`config.mk`:
```
export PLATFORM = sky130hd
export DESIGN_NAME = serial_frame_deserializer
export DESIGN_NICKNAME = d
export VERILOG_FILES = /design/src/rtl/serial_frame_deserializer_pkg.sv /design/src/rtl/serial_frame_deserializer.sv
export SDC_FILE = /design/constraint.sdc
export NUM_CORES = 1
export LEC_CHECK = 0
export BUFFER_PORTS_ARGS = -buffer_cell sky130_fd_sc_hd__buf_2
export CORE_ASPECT_RATIO = 0.7
export CORE_MARGIN = 5
export CORE_UTILIZATION = 48
export DETAILED_ROUTE_END_ITERATION = 6
export PLACE_DENSITY = 0.77
export SLEW_MARGIN = 10
export SYNTH_ARGS = -nofsm -noshare
export SYNTH_HDL_FRONTEND = slang
export SYNTH_SLANG_ARGS = --single-unit
```
`constraint.sdc`:
```
create_clock -name clk -period 1.5 [get_ports clk]
set_clock_uncertainty 0.15 [all_clocks]
set_input_delay 0.075 -clock clk [delete_from_list [all_inputs] [get_ports clk]]
set_output_delay 0.075 -clock clk [all_outputs]
set_load 0.02 [all_outputs]
```
`src/rtl/serial_frame_deserializer_pkg.sv`:
```
// Shared types for the serial frame deserializer.
// Holds the receive FSM state encoding and the default data width.
package serial_frame_deserializer_pkg;

    localparam int DEFAULT_WIDTH = 8;

    typedef enum logic [1:0] {
        IDLE = 2'd0,
        DATA = 2'd1,
        STOP = 2'd2
    } state_t;

endpackage

```
`src/rtl/serial_frame_deserializer.sv`:
```
// Serial frame deserializer: start(1), WIDTH data bits LSB first, stop(0).
// Ports: clk, rst (async high), serial_in, bit_en (sample strobe),
//        data_out/data_valid/data_ready (holding register handshake),
//        frame_err, overflow (one-cycle pulses), busy (not IDLE).
module serial_frame_deserializer
    import serial_frame_deserializer_pkg::*;
#(
    parameter int WIDTH = DEFAULT_WIDTH
) (
    input  logic             clk,
    input  logic             rst,
    input  logic             serial_in,
    input  logic             bit_en,
    output logic [WIDTH-1:0] data_out,
    output logic             data_valid,
    input  logic             data_ready,
    output logic             frame_err,
    output logic             overflow,
    output logic             busy
);

    // One extra bit so the counter can reach WIDTH without wrapping.
    localparam int CW = $clog2(WIDTH) + 1;
    localparam logic [CW-1:0] LAST = CW'(WIDTH - 1);
    localparam logic [CW-1:0] ONE  = CW'(1);

    state_t           state, state_n;
    logic [CW-1:0]    cnt, cnt_n;
    logic [WIDTH-1:0] shreg, shreg_n;
    logic [WIDTH-1:0] data_n;
    logic             valid_n;
    logic             ferr_n;
    logic             ovf_n;
    logic             free;

    always_ff @(posedge clk or posedge rst) begin
        if (rst) begin
            state      <= IDLE;
            cnt        <= '0;
            shreg      <= '0;
            data_out   <= '0;
            data_valid <= 1'b0;
            frame_err  <= 1'b0;
            overflow   <= 1'b0;
        end else begin
            state      <= state_n;
            cnt        <= cnt_n;
            shreg      <= shreg_n;
            data_out   <= data_n;
            data_valid <= valid_n;
            frame_err  <= ferr_n;
            overflow   <= ovf_n;
        end
    end

    always_comb begin
        state_n = state;
        cnt_n   = cnt;
        shreg_n = shreg;
        data_n  = data_out;
        ferr_n  = 1'b0;
        ovf_n   = 1'b0;
        // Holding register can take a word if empty or drained this edge.
        free    = !data_valid || data_ready;
        valid_n = data_valid && !data_ready;

        if (bit_en) begin
            unique case (state)
                IDLE: begin
                    if (serial_in) begin
                        state_n = DATA;
                        cnt_n   = '0;
                    end
                end
                DATA: begin
                    shreg_n = {serial_in, shreg[WIDTH-1:1]};
                    cnt_n   = cnt + ONE;
                    if (cnt == LAST) begin
                        state_n = STOP;
                    end
                end
                STOP: begin
                    // A 1 here is a framing error, never a new start bit.
                    state_n = IDLE;
                    if (serial_in) begin
                        ferr_n = 1'b1;
                    end else if (free) begin
                        data_n  = shreg;
                        valid_n = 1'b1;
                    end else begin
                        ovf_n = 1'b1;
                    end
                end
                default: state_n = IDLE;
            endcase
        end
    end

    assign busy = (state != IDLE);

endmodule

```
==> results.sh <==
export IMPL_status="finished, final reports clean"
export IMPL_synth_compound_area_share_pct=6.29
export IMPL_die_y_um=49.6
export IMPL_endpoint_kind="flop"
export IMPL_synth_async_reset_ratio_pct=100
export IMPL_vdd_drop_max_mv=0.854
export IMPL_fp_row_count=14
export IMPL_die_width_um=66.5
export IMPL_worstMarginPinSlew_ps=302
export IMPL_clock_latency_ps=320
export IMPL_cp_arrival_ps=1560
export IMPL_synth_area_per_cell_um2=14.1
export IMPL_syn_nets=82
export IMPL_n_fill_cell=179
export IMPL_grt_pass1_vias=682
export IMPL_drtIter0Drc=28
export IMPL_reg2reg_depth=3
export IMPL_synthCells=76
export IMPL_yosys_area_share_simple_pct=12.6
export IMPL_dp_cells=125
export IMPL_gp_congestion=0.823
export IMPL_fp_coreArea_um2=2140
export IMPL_dpl_hpwl_mm=1.22
export IMPL_grt_pass1_wl_mm=3.09
export IMPL_period_minus_slack_ps=1500
export IMPL_drc_errors=0
export IMPL_cp_max_fo=8
export IMPL_grt_max_degree=26
export IMPL_dieArea_um2=3300
export IMPL_hold_viol=0
export IMPL_yosys_area_top_type="dfrtp_1"
export IMPL_hold_path_class="in -> async"
export IMPL_ioPinCount=17
export IMPL_via_per_inst=4.89
export IMPL_synth_area_um2=1070
export IMPL_fin_crit_sh_pct=99.9
export IMPL_ys_warn_count=0
export IMPL_r2r_start="state[1]$_DFFE_PP0P_"
export IMPL_critPathLaunchType="primary input"
export IMPL_yosysSeqAreaShare_pct=58.3
export IMPL_antenna_found_initial=0
export IMPL_synth_flop_cell="dfrtp_1"
export IMPL_start_util_pct=50.2
export IMPL_slew_viol_final=0
export IMPL_cts_root_buffer="clkbuf_4"
export IMPL_nets=110
export IMPL_synth_most_common_cell="dfrtp_1"
export IMPL_drive_gt1_share_pct=45.6
export IMPL_cts_buffer_depth=2
export IMPL_fmax_mhz=668
export IMPL_muxShareOfSynthArea_pct=19.6
export IMPL_clock_sinks=25
export IMPL_io_buffers=16
export IMPL_cp_required_ps=1560
export IMPL_clk_pin_slew_ps=140
export IMPL_p_per_area_nw_per_um2=1610
export IMPL_ys_top_cells_by_count="25 x dfrtp_1, 8 x mux2_2, 8 x mux2_4, 6 x o21ai_0"
export IMPL_report_final_setup_viol=0
export IMPL_track_usage_pct=12.4
export IMPL_vias=660
export IMPL_synth_distinct_cells=27
export IMPL_cellLeakagePower_nw=0.688
export IMPL_place_area_um2=1200
export IMPL_ff2ff_setup_slack_ps=30
export IMPL_area_delta_synth_final_pct=25.2
export IMPL_first_pass_iters=3
export IMPL_synth_seq_cells=25
export IMPL_ant_nets=0
export IMPL_path_class="in -> reg"
export IMPL_synth_fa_ha_area_share_pct=1.17
export IMPL_gr_total_overflow=0
export IMPL_instances_no_fill=135
export IMPL_cts_buffers=3
export IMPL_diodes=0
export IMPL_maxCapViolCount=0
export IMPL_slew_headroom_pct=79.8
export IMPL_synth_top_area_share_pct=58.3
export IMPL_wl_mm=1.80
export IMPL_synth_top_family_by_area="multiplexers"
export IMPL_fin_area_um2=1340
export IMPL_rsz0062_at_grt="true"
export IMPL_yosys_area_share_xor_xnor_pct=0
export IMPL_ys_top_cells_by_area="dfrtp_1 58%, mux2_4 11%, mux2_2 8.4%"
export IMPL_wire_per_inst_um=13.3
export IMPL_htreeDepth=1
export IMPL_worst_r2r_endpoint="cnt[3]$_DFFE_PP0P_"
export IMPL_cts_tree="yes"
export IMPL_synth_edf_count=0
metal layers:
layer  global-route usage, %  vias to the layer above  wire length [µm]
met3                    5.68                        5                81
met5                       0                        -                 0
met1                    16.4                      318               900
met4                    3.04                        0                17
met2                    18.6                       11               797
li1                        -                      326                 -
flip-flops by register name, summed over array words and instances, names as in the netlist:
| name | count |
|---|---|
| frame_err | 1 |
| shreg | 8 |
| data_out | 8 |
| overflow | 1 |
| data_valid | 1 |
| cnt | 4 |
| state | 2 |
cells in the final DEF, fill, tap and decap left out, types with 2 or more instances in the layout:
master         count
buf_4              3
dlygate4sd3_1      4
nand2_1            3
buf_6              3
mux2_4            13
dfrtp_1           25
o21ai_0            5
buf_2             15
clkbuf_4           3
nor2_1             3
nand2b_1           2
mux2_2             3
inv_1              2
where the power goes:
group,total (mW),internal (mW),switching [mW]
clock network,0.306,0.102,0.204
registers,1.07,0.895,0.173
logic,0.788,0.470,0.318
total,2.16,1.47,0.695
cell type report:
type | count | area, µm² | area share [%]
flip-flops and latches | 25 | 626 | 46.6
multi-input cells | 47 | 469 | 34.9
repair buffers | 25 | 171 | 12.8
well taps | 32 | 40.0 | 2.98
clock buffers | 3 | 22.5 | 1.68
clock inverters | 1 | 7.51 | 0.559
inverters | 2 | 7.51 | 0.559
timing repair:
| action | in CTS | in global routing |
|---|---|---|
| endpoints found under the setup margin | 6 | 11 |
| resized for setup | 6 | 9 |
| hold endpoints to repair | 32 | 0 |
| hold buffers | 4 | 0 |
| pin swaps | 0 | 1 |
| setup buffers | 1 | 1 |
through the flow:
step,util [%],worst slack (ps),setup TNS [ps],power (mW),hold WS (ps)
floorplan,-,96.5,0,1.53,-47.7
global placement,56.2,29.5,0,1.69,-21.6
detailed placement,56.2,25.2,0,1.72,-11.7
CTS,60.8,-8.48,-8.48,2.08,178
global route,62.9,-69.0,-164,2.33,166
finish,62.9,2.24,0,2.16,176
cell families (layout without fill, tap and decap cells):
| family | Yosys count | after routing |
|---|---|---|
| flip-flops | 25 | 25 |
| AND/OR/NAND/NOR | 20 | 20 |
| multiplexers | 16 | 16 |
| AO/OA/AOI/OAI | 10 | 10 |
| buffers and inverters | 4 | 31 |
| adder cells (fa/ha/maj) | 1 | 1 |
critical path, stage by stage:
cell and delay, ps:
dlygate4sd3_1 530, buf_2 160, nand4bb_1 240, nand2b_4 250, mux2_4 320
worst max-delay path by stage:
stage                    startpoint                      end  slack, ps  depth (start not counted)
2_1_floorplan  state[0]$_DFFE_PP0P_  data_out[0]$_DFFE_PP0P_        100                          4
3_3_place_gp   state[1]$_DFFE_PP0P_     shreg[5]$_DFFE_PP0P_         30                          3
6_report                  serial_in  data_out[5]$_DFFE_PP0P_          2                          5
5_1_grt        state[1]$_DFFE_PP0P_                     busy        -70                          3
4_1_cts        state[1]$_DFFE_PP0P_                     busy         -8                          3
3_5_place_dp   state[1]$_DFFE_PP0P_     shreg[0]$_DFFE_PP0P_         30                          3
Note: power is estimated with default switching activity, not from simulation.
